[src/rtl/axi4lite_slave_regbank.sv]
// ---------------------------------------------------------------------------
// axi4lite_slave_regbank
//
// Behavioural AXI4-Lite responder backed by a bank of G_NB_REGS registers,
// each G_AXI4_LITE_DATA_WIDTH bits wide. Writes honour byte strobes and
// return OKAY in range or SLVERR out of range. Reads return the register
// contents with OKAY, or zero with SLVERR when out of range. A one-cycle
// wr_event pulse (with wr_event_idx) marks every write that lands in the bank.
//
// Optional build macro: AXI4LITE_SLAVE_WAIT_STATES_EN
//   When defined, adds parameter G_WAIT_CYCLES and inserts that many extra
//   cycles between the (last) address/data handshake and the response on
//   both the write and the read path. G_WAIT_CYCLES = 0 gives the same
//   timing as the default build.
//
// Ports:
//   clk, rst                  clock (rising edge), synchronous active-high reset
//   awvalid/awaddr/awprot     write address channel in (awprot ignored)
//   awready                   write address ready out
//   wvalid/wdata/wstrb        write data channel in
//   wready                    write data ready out
//   bvalid/bresp, bready      write response channel
//   arvalid/araddr/arprot     read address channel in (arprot ignored)
//   arready                   read address ready out
//   rvalid/rdata/rresp,rready read data channel
//   wr_event, wr_event_idx    committed-write pulse and register index
// ---------------------------------------------------------------------------
module axi4lite_slave_regbank #(
  parameter int G_AXI4_LITE_ADDR_WIDTH = 32,
  parameter int G_AXI4_LITE_DATA_WIDTH = 32,
  parameter int G_NB_REGS              = 16,
  parameter logic [G_AXI4_LITE_ADDR_WIDTH-1:0] G_BASE_ADDR = '0
`ifdef AXI4LITE_SLAVE_WAIT_STATES_EN
  , parameter int G_WAIT_CYCLES        = 3
`endif
) (
  input  logic                                  clk,
  input  logic                                  rst,
  input  logic                                  awvalid,
  input  logic [G_AXI4_LITE_ADDR_WIDTH-1:0]     awaddr,
  input  logic [2:0]                            awprot,
  output logic                                  awready,
  input  logic                                  wvalid,
  input  logic [G_AXI4_LITE_DATA_WIDTH-1:0]     wdata,
  input  logic [G_AXI4_LITE_DATA_WIDTH/8-1:0]   wstrb,
  output logic                                  wready,
  output logic                                  bvalid,
  output logic [1:0]                            bresp,
  input  logic                                  bready,
  input  logic                                  arvalid,
  input  logic [G_AXI4_LITE_ADDR_WIDTH-1:0]     araddr,
  input  logic [2:0]                            arprot,
  output logic                                  arready,
  output logic                                  rvalid,
  output logic [G_AXI4_LITE_DATA_WIDTH-1:0]     rdata,
  output logic [1:0]                            rresp,
  input  logic                                  rready,
  output logic                                  wr_event,
  output logic [$clog2(G_NB_REGS)-1:0]          wr_event_idx
);

  localparam int ADDR_W = G_AXI4_LITE_ADDR_WIDTH;
  localparam int DATA_W = G_AXI4_LITE_DATA_WIDTH;
  localparam int STRB_W = DATA_W / 8;
  localparam int IDX_W  = $clog2(G_NB_REGS);
  localparam int OFF_W  = $clog2(STRB_W);

  localparam logic [ADDR_W-1:0] BANK_BYTES = ADDR_W'(G_NB_REGS * STRB_W);
  localparam logic [1:0] RESP_OKAY   = 2'b00;
  localparam logic [1:0] RESP_SLVERR = 2'b10;

`ifdef AXI4LITE_SLAVE_WAIT_STATES_EN
  localparam int CNT_W = (G_WAIT_CYCLES < 2) ? 1 : $clog2(G_WAIT_CYCLES + 1);
  localparam logic [CNT_W-1:0] CNT_LOAD = CNT_W'(G_WAIT_CYCLES);
`endif

  typedef enum logic [1:0] {
    W_IDLE,
`ifdef AXI4LITE_SLAVE_WAIT_STATES_EN
    W_WAIT,
`endif
    W_RESP
  } w_state_t;

  typedef enum logic [1:0] {
    R_IDLE,
`ifdef AXI4LITE_SLAVE_WAIT_STATES_EN
    R_WAIT,
`endif
    R_DATA
  } r_state_t;

  // Addresses below the base wrap to a huge offset, so a single unsigned
  // compare covers both ends of the window.
  function automatic logic addr_in_range(input logic [ADDR_W-1:0] addr);
    return (addr - G_BASE_ADDR) < BANK_BYTES;
  endfunction

  function automatic logic [IDX_W-1:0] addr_index(input logic [ADDR_W-1:0] addr);
    return IDX_W'((addr - G_BASE_ADDR) >> OFF_W);
  endfunction

  logic [DATA_W-1:0] bank [G_NB_REGS];

  w_state_t          w_state, w_state_next;
  logic              aw_got, w_got;
  logic [ADDR_W-1:0] aw_addr_q;
  logic [DATA_W-1:0] w_data_q;
  logic [STRB_W-1:0] w_strb_q;
  logic              aw_take, w_take, w_commit, b_done;
  logic [ADDR_W-1:0] cm_addr;
  logic [DATA_W-1:0] cm_data;
  logic [STRB_W-1:0] cm_strb;
  logic              cm_hit;
  logic [IDX_W-1:0]  cm_idx;

  r_state_t          r_state, r_state_next;
  logic              ar_take, r_load;
  logic [ADDR_W-1:0] rd_addr;
  logic              rd_hit;
  logic [IDX_W-1:0]  rd_idx;

`ifdef AXI4LITE_SLAVE_WAIT_STATES_EN
  logic [CNT_W-1:0]  w_cnt, r_cnt;
  logic [ADDR_W-1:0] ar_addr_q;
`endif

  logic unused_prot;
  assign unused_prot = ^{awprot, arprot};

  // Handshake-facing outputs are pure decodes of registered state, so they
  // come straight out of flops and reset to the idle (ready) values.
  assign awready = (w_state == W_IDLE) && !aw_got;
  assign wready  = (w_state == W_IDLE) && !w_got;
  assign bvalid  = (w_state == W_RESP);
  assign arready = (r_state == R_IDLE);
  assign rvalid  = (r_state == R_DATA);

  assign aw_take = awvalid && awready;
  assign w_take  = wvalid && wready;
  assign b_done  = (w_state == W_RESP) && bready;

  // A beat handshaking this very cycle is used directly; otherwise the copy
  // captured on its earlier handshake is used.
  assign cm_addr = aw_take ? awaddr : aw_addr_q;
  assign cm_data = w_take ? wdata : w_data_q;
  assign cm_strb = w_take ? wstrb : w_strb_q;
  assign cm_hit  = addr_in_range(cm_addr);
  assign cm_idx  = addr_index(cm_addr);

  assign ar_take = arvalid && arready;
`ifdef AXI4LITE_SLAVE_WAIT_STATES_EN
  assign rd_addr = ar_take ? araddr : ar_addr_q;
`else
  assign rd_addr = araddr;
`endif
  assign rd_hit  = addr_in_range(rd_addr);
  assign rd_idx  = addr_index(rd_addr);

  // Write FSM next state: commit once both AW and W have been seen.
  always_comb begin
    w_state_next = w_state;
    w_commit     = 1'b0;
    case (w_state)
      W_IDLE: begin
        if ((aw_take || aw_got) && (w_take || w_got)) begin
`ifdef AXI4LITE_SLAVE_WAIT_STATES_EN
          if (G_WAIT_CYCLES == 0) begin
            w_commit     = 1'b1;
            w_state_next = W_RESP;
          end else begin
            w_state_next = W_WAIT;
          end
`else
          w_commit     = 1'b1;
          w_state_next = W_RESP;
`endif
        end
      end
`ifdef AXI4LITE_SLAVE_WAIT_STATES_EN
      W_WAIT: begin
        if (w_cnt == CNT_W'(1)) begin
          w_commit     = 1'b1;
          w_state_next = W_RESP;
        end
      end
`endif
      W_RESP: begin
        if (bready) begin
          w_state_next = W_IDLE;
        end
      end
      default: w_state_next = W_IDLE;
    endcase
  end

  // Write state register and wait counter.
  always_ff @(posedge clk) begin
    if (rst) begin
      w_state <= W_IDLE;
`ifdef AXI4LITE_SLAVE_WAIT_STATES_EN
      w_cnt   <= '0;
`endif
    end else begin
      w_state <= w_state_next;
`ifdef AXI4LITE_SLAVE_WAIT_STATES_EN
      if (w_state == W_IDLE && w_state_next == W_WAIT) begin
        w_cnt <= CNT_LOAD;
      end else if (w_state == W_WAIT) begin
        w_cnt <= w_cnt - CNT_W'(1);
      end
`endif
    end
  end

  // Write datapath: beat capture, register bank update, response and event.
  always_ff @(posedge clk) begin
    if (rst) begin
      aw_got       <= 1'b0;
      w_got        <= 1'b0;
      aw_addr_q    <= '0;
      w_data_q     <= '0;
      w_strb_q     <= '0;
      bresp        <= RESP_OKAY;
      wr_event     <= 1'b0;
      wr_event_idx <= '0;
      for (int i = 0; i < G_NB_REGS; i++) begin
        bank[i] <= '0;
      end
    end else begin
      wr_event <= 1'b0;
      if (aw_take) begin
        aw_got    <= 1'b1;
        aw_addr_q <= awaddr;
      end
      if (w_take) begin
        w_got    <= 1'b1;
        w_data_q <= wdata;
        w_strb_q <= wstrb;
      end
      if (b_done) begin
        aw_got <= 1'b0;
        w_got  <= 1'b0;
      end
      if (w_commit) begin
        if (cm_hit) begin
          for (int b = 0; b < STRB_W; b++) begin
            if (cm_strb[b]) begin
              bank[cm_idx][b*8 +: 8] <= cm_data[b*8 +: 8];
            end
          end
          bresp        <= RESP_OKAY;
          wr_event     <= 1'b1;
          wr_event_idx <= cm_idx;
        end else begin
          bresp <= RESP_SLVERR;
        end
      end
    end
  end

  // Read FSM next state.
  always_comb begin
    r_state_next = r_state;
    r_load       = 1'b0;
    case (r_state)
      R_IDLE: begin
        if (ar_take) begin
`ifdef AXI4LITE_SLAVE_WAIT_STATES_EN
          if (G_WAIT_CYCLES == 0) begin
            r_load       = 1'b1;
            r_state_next = R_DATA;
          end else begin
            r_state_next = R_WAIT;
          end
`else
          r_load       = 1'b1;
          r_state_next = R_DATA;
`endif
        end
      end
`ifdef AXI4LITE_SLAVE_WAIT_STATES_EN
      R_WAIT: begin
        if (r_cnt == CNT_W'(1)) begin
          r_load       = 1'b1;
          r_state_next = R_DATA;
        end
      end
`endif
      R_DATA: begin
        if (rready) begin
          r_state_next = R_IDLE;
        end
      end
      default: r_state_next = R_IDLE;
    endcase
  end

  // Read state register and wait counter.
  always_ff @(posedge clk) begin
    if (rst) begin
      r_state <= R_IDLE;
`ifdef AXI4LITE_SLAVE_WAIT_STATES_EN
      r_cnt   <= '0;
`endif
    end else begin
      r_state <= r_state_next;
`ifdef AXI4LITE_SLAVE_WAIT_STATES_EN
      if (r_state == R_IDLE && r_state_next == R_WAIT) begin
        r_cnt <= CNT_LOAD;
      end else if (r_state == R_WAIT) begin
        r_cnt <= r_cnt - CNT_W'(1);
      end
`endif
    end
  end

  // Read datapath. The bank is sampled with its pre-edge contents, so a
  // write committing on the same edge is not visible to this read.
  always_ff @(posedge clk) begin
    if (rst) begin
      rdata <= '0;
      rresp <= RESP_OKAY;
`ifdef AXI4LITE_SLAVE_WAIT_STATES_EN
      ar_addr_q <= '0;
`endif
    end else begin
`ifdef AXI4LITE_SLAVE_WAIT_STATES_EN
      if (ar_take) begin
        ar_addr_q <= araddr;
      end
`endif
      if (r_load) begin
        if (rd_hit) begin
          rdata <= bank[rd_idx];
          rresp <= RESP_OKAY;
        end else begin
          rdata <= '0;
          rresp <= RESP_SLVERR;
        end
      end
    end
  end

endmodule

[config.mk]
export PLATFORM = sky130hd
export DESIGN_NAME = axi4lite_slave_regbank
export DESIGN_NICKNAME = d
export VERILOG_FILES = /design/src/rtl/axi4lite_slave_regbank.sv
export SDC_FILE = /design/constraint.sdc
export NUM_CORES = 1
export LEC_CHECK = 0
export BUFFER_PORTS_ARGS = -buffer_cell sky130_fd_sc_hd__buf_2
export CAP_MARGIN = 20
export CORE_AREA = 2 2 238 334
export CTS_BUF_LIST = sky130_fd_sc_hd__clkbuf_4 sky130_fd_sc_hd__clkbuf_8
export DETAILED_ROUTE_END_ITERATION = 10
export DIE_AREA = 0 0 240 336
export PLACE_DENSITY = 0.51
export SLEW_MARGIN = 20
export SYNTH_ARGS = -nofsm -noshare
export SYNTH_HDL_FRONTEND = slang
export SYNTH_SLANG_ARGS = --single-unit
[constraint.sdc]
create_clock -name clk -period 3.2 [get_ports clk]
set_clock_uncertainty 0.05 [all_clocks]
set_input_delay 0.48 -clock clk [delete_from_list [all_inputs] [get_ports clk]]
set_output_delay 0.48 -clock clk [all_outputs]
set_load 0.01 [all_outputs]
======== Word-level counts from Yosys, hierarchy flattened ========
Memory sizes are Yosys's and may differ from the RTL's.
Index checks and enable logic that the tools add are counted.
cells by class
  muxes and demuxes ....................... 42
  reductions and logical operators ........ 19
  div/mod/pow operators ................... 0
  $mul .................................... 0
  magnitude comparators ................... 2
  shift operators ......................... 0
  equal/unequal tests ..................... 6
  bitwise logic cells ..................... 1
  add/sub/neg operators ................... 0
operators with widths
  kind                   count
  $mux W32               4
  $lt A32 B7 Y1 const B  2
  $reduce_or A32 Y1      1
  $mux W1                27
  $mux W2                6
  $mux W4                3
  $ne A2 B1 Y1 const B   4
  $pmux W2 S2            2
  $logic_and A1 B1 Y1    7
  $reduce_and A2 Y1      3
  $eq A2 B1 Y1 const B   2
  $logic_not A2 Y1       2
  $reduce_or A2 Y1       2
  $logic_not A1 Y1       2
  $logic_or A1 B1 Y1     2
  $not A1 Y1             1
word-level totals
  bits in read-only memories .............. 0
  latch bits .............................. 0
  memory bits (writable) .................. 512
  logic and storage cells ................. 83
  bits of input ports ..................... 113
  memories kept ........................... 1
  register bits after elaboration ......... 115
memories
  name  depth  width  read ports  clocked after Yosys merged registers in  wr ports  RTL line  text
  bank  16     32     1           0                                        16        103       logic [DATA_W-1:0] bank [G_NB_REGS];

======== Logic depth before layout (Yosys ltp) ========
Gate-level depths: netlist (run 1).
  word-level depth ........................ 12
  depth in mapped cells ................... 10
  depth with buffers taken out ............ 5

======== Least setup slack after synthesis (run 1) ========
No wires, ideal clock.
  path kind ............................... reg-to-reg
  start point ............................. reg w_state[0]
  end point ............................... mem bank[2][24] in the netlist's numbering, enable pin
  required time ........................... 2,837 ps
  cell stages (with the launch flop) ...... 10
  data arrival time ....................... 2,381 ps
  path slack .............................. 456 ps
  library setup time ...................... 313 ps
  cell sequence ........................... dfxtp_1 -> buf_2 -> or3b_1 -> clkbuf_1 -> or3_1 -> a211oi_4 -> o21a_1 -> buf_4 -> buf_4 -> a31o_2
RTL lines
  what                    RTL line  text
  from (decl)             105       w_state_t w_state, w_state_next;
  from (signal assigned)  205       w_state <= w_state_next;
  to (decl)               103

==> impl_metrics.py, run 1 <==
metrics = {
    "worst_setup_path": {
        "critical_path_class": "register to register",
        "crit_path_end_kind": "register",
        "r2r_slack_ns": 0.40,
        "worst_ep_arrival_time_ns": 3.11,
        "path_buf_inv": 2,
        "cpMaxStageDelayCell": "a31o_2",
        "cp_cell_sequence": "nor4_1, nand4_1, nor2_2, buf_4, o21a_2, buf_12, a31o_2",
        "cp_max_fo": 70,
        "slowest_delay_ns": 0.43,
        "r2r-start": "aw_addr_q[30]",
        "required_ns": 3.52,
        "worstReg2RegEnd": "bank[9][17]",
        "rr_worst_depth": 7,
        "crit_path_start_kind": "register",
        "critPathTopFamily": "simple AND/OR/NAND/NOR gates",
    },
    "floorplanning": {
        "die_area_um2": 80600,
        "num_rows": 121,
        "initial_core_util": 0.348,
        "coreArea_um2": 77500,
        "die_y_um": 336,
        "die_w_um": 240,
        "ios": 159,
    },
    "clock_network": {
        "htree_levels": 3,
        "clockBufferDepth": 3,
        "cts_tree": "done",
        "numCtsBuffers": 96,
        "cts.clk_slew.worst_paths_ns": 0.06,
        "cts_root_buf": "clkbuf_8",
        "clock_latency_ns": 0.71,
        "cts.sinks": 621,
    },
    "yosys": {
        "synth-main-ff-cell": "edfxtp_1",
        "ys_seq_elements": 621,
        "yosys_warnings": 0,
        "yosysTopAreaCellShare": 0.569,
        "synth_cell_types": 42,
        "yosysTopAreaCell": "edfxtp_1",
        "async_reset_ff_frac": 0,
        "synth_edf_count": 512,
        "post_synth.cell_area_avg_um2": 13.5,
        "netlist_area_um2": 27000,
        "synthCells": 1997,
        "ys_seq_area_frac": 0.650,
        "synth.top_cells.by_area": "edfxtp_1 57%, mux4_2 11%, dfxtp_1 8.1%",
    },
    "global_route": {
        "grt_pass1_wl_mm": 118,
        "track_usage": 0.202,
        "met1_usage": 0.229,
        "grt-ovfl-total": 0,
        "grt_pass1_vias": 18200,
        "grt_max_degree": 91,
        "top_usage_layer": "met2",
        "grt_util_met2": 0.364,
        "gr-usage-met3": 0.0298,
        "antenna_found_initial": 3,
    },
    "cells_and_area": {
        "drive_gt1_frac": 0.282,
        "area_growth_pct": 17.1,
        "finalNetCount": 2321,
        "final_core_util": 0.408,
        "fin_area_um2": 31600,
        "finalNonFillerCells": 3336,
    },
    "timing": {
        "finalCritPeriodShare": 0.874,
        "post-route-min-period_ns": 2.80,
        "hold_ws_ns": 0.0784,
        "setup_viol": 0,
        "slew_viol_final": 0,
        "fmax_mhz": 358,
        "rsz0062_at_grt": "false",
        "tns_ns": 0,
        "hold_viol_final": 0,
        "relSlewSlack": 0.234,
        "tightest_slew_ns": 1.14,
    },
    "min_path": {
        "hold_class": "input port to register",
        "min_path_cells": 3,
        "min-delay-start": "awaddr[3]",
        "hold_end": "aw_addr_q[3]",
    },
    "routing": {
        "dr.pass1.iters": 5,
        "drc": 0,
        "routed_wl_mm": 80.5,
        "routedWlPerCell_um": 24.1,
        "viasPerCell": 5.24,
        "ant_nets": 0,
        "drt_iter0_markers": 1441,
        "vias": 17500,
    },
    "power": {
        "p_sw_mw": 4.18,
        "p_clk_frac": 0.393,
        "vdd_drop_max_uv": 263,
        "leakage_nw": 10.9,
        "seqPwrFrac": 0.523,
        "p_sw_frac": 0.240,
        "internal_power_mw": 13.2,
        "power_density_nw_per_um2": 549,
        "p_comb_frac": 0.084,
    },
    "placed_design": {
        "globalplace.congestion": 0.835,
        "port_buffers": 146,
        "placedCellCount": 3090,
        "place_hpwl_mm": 52.0,
        "placed_cell_area_um2": 29000,
    },
    "outcome": {
        "outcome": "complete, no violations",
    },
    "job": {
        "maxCapViolCount": 0,
    },
}
-- routing by layer --
layer	wire length, um	vias to the layer above
met5	26	-
met4	4360	4
met3	4600	163
met2	42300	651
met1	29200	8878
li1	-	7792
-- synthesized netlist by cell type, types with 3 or more instances --
master / instances
a31o_2: 64
nand2b_1: 5
clkbuf_1: 139
buf_2: 17
o31ai_1: 8
nor3_1: 4
mux4_2: 128
nor2_1: 561
a22o_1: 32
nand2_1: 95
o211ai_1: 6
dfxtp_1: 109
or3_1: 35
nand4_1: 10
buf_1: 15
nor4_1: 16
edfxtp_1: 512
a22oi_1: 64
buf_6: 31
buf_4: 9
a21oi_1: 34
inv_1: 3
o211ai_4: 10
nor2b_1: 15
mux2i_1: 36
o41ai_1: 6
nand3_1: 12
mux2_2: 3
-- through the flow --
step                      worst slack (ns)  power [mW]
after floorplan                      0.456        10.1
after global placement               0.239        10.6
after detailed placement             0.233        10.7
after CTS                            0.377        17.6
after global routing                 0.278        18.0
final                                0.405        17.4
-- registers in the layout (all words and copies together), names as in the netlist --
register      count
w_strb_q          4
rresp             1
aw_addr_q        30
bank            512
w_state           1
bresp             1
r_state           1
w_data_q         32
rdata            32
wr_event          1
wr_event_idx      4
aw_got            1
w_got             1
-- power groups by stage --
stage / combinational, mW / sequential [mW] / clock [mW]
final: 1.45 / 9.09 / 6.83
after global routing: 1.55 / 9.11 / 7.30
after CTS: 1.46 / 9.09 / 7.00
after detailed placement: 1.40 / 9.26 / 0
after global placement: 1.38 / 9.24 / 0
after floorplan: 0.859 / 9.22 / 0
-- layout make-up --
class	instances	area [um^2]
repair buffers	325	2400
multi-input cells	1161	8390
fillers	7367	45900
diodes	1	2.50
clock buffers	150	1780
flip-flops and latches	621	17600
clock inverters	30	178
inverters	3	11.3
well taps	1045	1310
-- cell usage in the layout (no fill, tap or decap), drive strengths merged, types with 5 or more instances in the layout --
cell,synthesis,final
nand2,95,95
o41ai,6,6
o211ai,16,16
buf,74,260
a22oi,64,64
a22o,32,32
dlygate4sd3,0,64
o31ai,8,8
nand3,12,12
clkinv,0,23
mux4,128,128
edfxtp,512,512
nor2,561,561
nand4,10,10
inv,3,6
a21oi,34,34
nand2b,5,5
clkbuf,139,151
or3,35,35
nor4,16,16
mux2i,36,36
a31o,64,64
dfxtp,109,109
nor2b,15,15
-- repair_timing --
action                                  in CTS  in global routing
endpoints found under the setup margin       0                  0
hold buffers                                64                  0
setup buffers                                0                  0
hold endpoints to repair                    63                  0
gates resized for setup                      0                  0
-- cell families (layout without fill, tap and decap cells) --
kind of cell,count (synthesis),count (layout),synth area share
flops,621,621,0.650
simple gates,759,759,0.115
other cells,1,3,0.000139
compound gates,232,232,0.0714
buf+inv,216,508,0.0417
mux,168,168,0.122
-- worst reg2reg max path, cell delays in order (launching register included) --
cell     delay, ns
dfxtp_1       0.31
nor4_1        0.36
nand4_1       0.19
nor2_2        0.14
buf_4         0.37
o21a_2        0.24
buf_12        0.30
a31o_2        0.51
-- worst max path at each step --
stage / depth (start not counted) / start / to / slack [ns]
5_1_grt: 7 / aw_addr_q[30] / bank[5][9] / 0.28
4_1_cts: 7 / aw_addr_q[30] / bank[3][28] / 0.38
6_report: 7 / aw_addr_q[30] / bank[9][17] / 0.40
3_5_place_dp: 7 / awvalid / bank[3][27] / 0.23
2_1_floorplan: 9 / w_state[0] / bank[2][24] / 0.46
3_3_place_gp: 7 / awvalid / bank[7][18] / 0.24
No activity file was read; power rests on OpenSTA's default activity.
==> run 2: changes to the inputs <==
CORE_AREA = 10 10 246 342   (was 2 2 238 334)
DIE_AREA = 0 0 256 352   (was 0 0 240 336)
GPL_TIMING_DRIVEN = 0   (was not set)
==> run 2 against run 1 <==
The flow now finishes with violations (setup timing). Hold slack got worse by 0.021 ns. Cell count rose by 2.9%. First-iteration DRC count rose by 9.9%. Clock-buffer cell count fell by 27. Die area rose by 12%. Critical path depth rose by 3. Non-clock buffer count rose by 104. Highest routed layer is now met4.
==> impl_metrics.py, run 2 (synthesized netlist as in run 1, its figures left out) <==
metrics = {
    "timing": {
        "setup_viol": 8,
        "slew_viol_final": 0,
        "hold_ws_ns": 0.0576,
        "relSlewSlack": 0.0984,
        "setup_slack_ns": -0.0232,
        "hold_viol_final": 0,
        "finalCritPeriodShare": 1.01,
        "post-route-min-period_ns": 3.22,
        "tightest_slew_ns": 1.34,
        "fmax_mhz": 310,
        "rsz0062_at_grt": "true",
        "tns_ns": -0.0857,
    },
    "global_route": {
        "met1_usage": 0.215,
        "track_usage": 0.201,
        "grt_max_degree": 14,
        "gr-usage-met3": 0.0295,
        "grt-ovfl-total": 0,
        "grt_util_met2": 0.369,
        "grt_pass1_vias": 19300,
        "top_usage_layer": "met2",
        "grt_pass1_wl_mm": 132,
        "antenna_found_initial": 2,
    },
    "clock_network": {
        "numCtsBuffers": 96,
        "cts_root_buf": "clkbuf_8",
        "clockBufferDepth": 3,
        "cts.clk_slew.worst_paths_ns": 0.06,
        "cts_tree": "done",
        "cts.sinks": 621,
        "htree_levels": 3,
        "clock_latency_ns": 0.73,
    },
    "worst_setup_path": {
        "worstReg2RegEnd": "bank[15][14]",
        "worst_ep_arrival_time_ns": 3.54,
        "rr_worst_depth": 10,
        "required_ns": 3.51,
        "crit_path_end_kind": "register",
        "crit_path_start_kind": "register",
        "cp_max_fo": 10,
        "r2r-start": "w_state[0]",
        "r2r_slack_ns": -0.02,
        "critical_path_class": "register to register",
    },
    "power": {
        "internal_power_mw": 13.0,
        "seqPwrFrac": 0.525,
        "leakage_nw": 11.1,
        "vdd_drop_max_uv": 337,
        "p_total_mw": 17.3,
        "power_density_nw_per_um2": 536,
        "p_comb_frac": 0.091,
        "p_sw_mw": 4.34,
        "p_sw_frac": 0.251,
        "p_clk_frac": 0.384,
    },
    "cells_and_area": {
        "finalNetCount": 2425,
        "fill_cells": 7430,
        "seqCellArea_um2": 17600,
        "area_growth_pct": 19.6,
        "multiInputGateArea_um2": 8880,
        "most-common-layout-cells": "555 x nor2_1, 512 x edfxtp_1, 161 x buf_2",
        "regMostFlops": "bank",
        "top_regs": "bank: 512 flops, rdata: 32 flops, w_data_q: 32 flops",
        "drive_gt1_frac": 0.272,
        "final_common_cell": "nor2_1",
        "largest_register_ffs": 512,
    },
    "floorplanning": {
        "num_rows": 121,
        "die_y_um": 352,
        "die_w_um": 256,
        "ios": 159,
        "initial_core_util": 0.348,
        "coreArea_um2": 77500,
        "die_area_um2": 90100,
    },
    "routing": {
        "drt_iter0_markers": 1584,
        "viasPerCell": 5.32,
        "routedWlPerCell_um": 26.9,
        "dr.pass1.iters": 7,
        "routed_wl_mm": 92.5,
        "vias": 18300,
        "ant_nets": 0,
        "drc": 0,
    },
    "min_path": {
        "min_path_cells": 3,
        "hold_end": "aw_addr_q[3]",
        "min-delay-start": "awaddr[3]",
        "hold_class": "input port to register",
    },
    "placed_design": {
        "port_buffers": 143,
        "place_hpwl_mm": 66.9,
        "globalplace.congestion": 0.896,
    },
    "outcome": {
        "outcome": "complete, but fails checks",
        "violations": "setup timing",
    },
    "job": {
        "maxCapViolCount": 0,
    },
}
-- run 2: cell types whose count changed in the layout (fill, tap and decap cells not counted), moves of 10 or more --
cell	change
a31o_2	-47
a31o_4	+47
clkinv_2	+10
buf_2	+18
buf_6	+31
buf_4	-79
clkbuf_1	+90
clkbuf_4	-15
clkbuf_2	+39
-- run 2: final cells by class --
cell class / instances / area share
Antenna cell: 1 / 0.0000775
Multi-Input combinational cell: 1161 / 0.275
Inverter: 3 / 0.000349
Sequential cell: 621 / 0.544
Clock inverter: 51 / 0.0101
Buffer: 203 / 0.0357
Timing Repair Buffer: 226 / 0.0474
Clock buffer: 123 / 0.0474
Tap cell: 1045 / 0.0405
-- run 2: per-stage QoR --
step	utilization	cell area [um^2]	setup slack, ns	cells
3_3_place_gp	0.375	29000	-1.10	3186
6_report	0.417	32300	-0.0232	3434
4_1_cts	0.410	31800	-0.0647	3435
3_5_place_dp	0.376	29200	-0.676	3194
5_1_grt	0.417	32300	-0.139	3434
2_1_floorplan	-	27000	0.456	1998
-- run 2: worst max-delay path by stage --
| stage | startpoint | slack (ns) | depth (start not counted) | endpoint |
|---|---|---|---|---|
| after floorplan | w_state[0] | 0.46 | 9 | bank[2][24] |
| after global placement | awvalid | -1.10 | 6 | bank[1][5] |
| after detailed placement | awvalid | -0.68 | 8 | bank[0][4] |
| after CTS | w_state[0] | -0.06 | 10 | bank[3][12] |
| after global routing | w_state[0] | -0.14 | 10 | bank[15][14] |
| final | w_state[0] | -0.02 | 10 | bank[15][14] |
-- run 2: critical path: stages (launching register included) --
cell and delay (ns):
dfxtp_1 0.30, buf_2 0.17, or3b_1 0.35, clkbuf_1 0.20
or3_1 0.39, a211oi_4 0.29, buf_12 0.16, o21a_1 0.11
buf_4 0.17, buf_4 0.23, a31o_2 0.43
-- run 2: power groups by stage --
stage,clock (mW),combinational (mW),sequential (mW)
global placement,0,1.41,9.24
CTS,6.74,1.53,9.09
finish,6.64,1.58,9.09
global route,7.09,1.67,9.11
detailed placement,0,1.44,9.26
floorplan,0,0.859,9.22
-- run 2: routing by layer --
layer / share of wire / wire length, um
met1: 0.35 / 32300
met2: 0.53 / 49400
met3: 0.054 / 4970
met4: 0.062 / 5750
met5: 0 / 0
-- run 2: timing repair --
action	4_1_cts	5_1_grt
setup buffers	5	7
hold endpoints to repair	61	0
gates cloned	0	0
pin swaps	2	5
hold buffers	62	0
endpoints found under the setup margin	870	784
resized for setup	30	99
==> run 3: changes to the inputs <==
CELL_PAD_IN_SITES_DETAIL_PLACEMENT = 1   (was not set)
CELL_PAD_IN_SITES_GLOBAL_PLACEMENT = 1   (was not set)
CTS_BUF_LIST = sky130_fd_sc_hd__clkbuf_2   (was sky130_fd_sc_hd__clkbuf_4 sky130_fd_sc_hd__clkbuf_8)
PLACE_DENSITY = 0.59   (was 0.51)
==> run 3 against run 2 <==
The flow now finishes without violations. Flip-flop and latch count unchanged. Combinational power increased by 8%. Hold slack improved by 0.059 ns. Non-clock buffer count increased by 91. Die area did not move. Core utilization is 0.50 points higher. Cell count rose by 5.3%. Global-route usage up 1.8 points. Power decreased by 6.9%. Highest routed layer unchanged.
==> impl_metrics.py, run 3 (synthesized netlist as in run 1, its figures left out) <==
metrics = {
    "routing": {
        "routed_wl_mm": 99.5,
        "dr.pass1.iters": 6,
        "drt_iter0_markers": 1360,
        "ant_nets": 0,
        "drc": 0,
        "routedWlPerCell_um": 27.5,
        "viasPerCell": 5.29,
        "vias": 19100,
    },
    "outcome": {
        "outcome": "complete, no violations",
    },
    "clock_network": {
        "clockBufferDepth": 3,
        "clock_latency_ns": 1.34,
        "numCtsBuffers": 153,
        "cts.sinks": 621,
        "cts_tree": "done",
        "cts.clk_slew.worst_paths_ns": 0.12,
        "cts_root_buf": "clkbuf_2",
        "htree_levels": 4,
    },
    "cells_and_area": {
        "most-common-layout-cells": "555 x nor2_1, 512 x edfxtp_1, 289 x clkbuf_2",
        "fill_cells": 8327,
        "top_regs": "bank: 512 flops, rdata: 32 flops, w_data_q: 32 flops",
        "drive_gt1_frac": 0.298,
        "regMostFlops": "bank",
        "finalNetCount": 2573,
        "final_common_cell": "nor2_1",
        "area_growth_pct": 21.0,
        "seqCellArea_um2": 17600,
        "largest_register_ffs": 512,
        "fin_area_um2": 32700,
        "final_core_util": 0.422,
        "multiInputGateArea_um2": 8840,
    },
    "power": {
        "leakage_nw": 11.6,
        "vdd_drop_max_uv": 234,
        "power_density_nw_per_um2": 493,
    },
    "timing": {
        "hold_ws_ns": 0.117,
        "slew_viol_final": 0,
        "tightest_slew_ns": 1.26,
        "post-route-min-period_ns": 3.10,
        "relSlewSlack": 0.150,
        "setup_viol": 0,
        "setup_slack_ns": 0.0994,
        "finalCritPeriodShare": 0.969,
        "hold_viol_final": 0,
        "fmax_mhz": 323,
        "rsz0062_at_grt": "true",
    },
    "global_route": {
        "grt_util_met2": 0.404,
        "track_usage": 0.219,
        "gr-usage-met3": 0.0431,
        "grt_pass1_vias": 21400,
        "grt-ovfl-total": 0,
        "grt_max_degree": 17,
        "met1_usage": 0.226,
        "grt_pass1_wl_mm": 144,
        "antenna_found_initial": 3,
        "top_usage_layer": "met2",
    },
    "floorplanning": {
        "die_area_um2": 90100,
        "ios": 159,
        "coreArea_um2": 77500,
        "die_w_um": 256,
        "die_y_um": 352,
        "initial_core_util": 0.348,
        "num_rows": 121,
    },
    "placed_design": {
        "placed_cell_area_um2": 29200,
        "place_hpwl_mm": 70.1,
        "place_ws_ns": -0.793,
        "port_buffers": 143,
        "globalplace.congestion": 0.893,
    },
    "worst_setup_path": {
        "cp_max_fo": 10,
        "cpMostUsedCell": "buf_4",
        "slowest_delay_ns": 0.46,
        "cpMaxStageDelayCell": "nor3b_4",
        "crit_path_start_kind": "register",
        "r2r_slack_ns": 0.1,
        "critPathTopFamily": "simple AND/OR/NAND/NOR gates",
        "crit_path_end_kind": "register",
        "critical_path_class": "register to register",
        "path_buf_inv": 4,
        "required_ns": 4.31,
        "worst_ep_arrival_time_ns": 4.21,
        "cp_cell_sequence": "buf_2, nor3b_4, buf_4, nand3_1, nor2_2, o211ai_1, buf_4, clkbuf_2, nor2_1",
    },
    "min_path": {
        "hold_class": "input port to register",
    },
    "job": {
        "maxCapViolCount": 0,
    },
}
-- run 3: cell count changes in the layout (fill, tap and decap cells not counted), sizes merged --
cell and delta:
bufinv -2, buf +2, clkbuf +106, clkinvlp -4, inv +2, dlygate4sd3 +99, clkinv -20
-- run 3: layout make-up --
type                    instances  share of cell area
clock buffers                 239              0.0366
multi-input cells            1161               0.270
clock inverters                27             0.00425
diodes                          1           0.0000766
repair buffers                327              0.0768
inverters                       3            0.000345
well taps                    1045              0.0400
flip-flops and latches        621               0.537
plain buffers                 193              0.0344
-- run 3: worst paths after layout --
path	from	endpoint	cells past startpoint
min	wstrb[2]	bank[11][23]	4
max reg2reg	w_state[0]	bank[1][5]	9
min reg2reg	bresp[1]	bresp[1]	2
max	w_state[0]	bank[1][5]	9
-- run 3: metal layers --
| layer | wire (um) | up-vias |
|---|---|---|
| li1 | - | 8370 |
| met1 | 34900 | 9784 |
| met2 | 53100 | 718 |
| met3 | 5150 | 257 |
| met4 | 6410 | 0 |
| met5 | 0 | - |
-- run 3: timing repair --
action / 4_1_cts / 5_1_grt
endpoints found under the setup margin: 1007 / 906
pin swaps: 4 / 2
setup buffers: 9 / 4
gates resized for setup: 52 / 82
hold buffers: 158 / 3
endpoints found under the hold margin: 276 / 12
-- run 3: metrics by stage --
step / TNS [ns] / std cells / power (mW)
after global placement: -301.92 / 3186 / 10.7
after CTS: -0.490 / 3625 / 16.2
after global routing: -0.497 / 3617 / 16.8
final: 0 / 3617 / 16.1
after detailed placement: -315.40 / 3195 / 10.7
after floorplan: 0 / 1998 / 10.1
-- run 3: power by group --
| part | total [mW] | switching [mW] | internal, mW | leakage (nW) |
|---|---|---|---|---|
| clock network | 5.34 | 3.31 | 2.03 | 1.08 |
| registers | 9.08 | 0.0975 | 8.99 | 6.17 |
| logic | 1.70 | 1.04 | 0.664 | 4.35 |
-- run 3: tightest hold or removal path: cells and delay by family --
kind,cells,cell delay (ns)
buffers and inverters,1,0.10
and+or+nand+nor,2,0.69
muxes,1,0.13
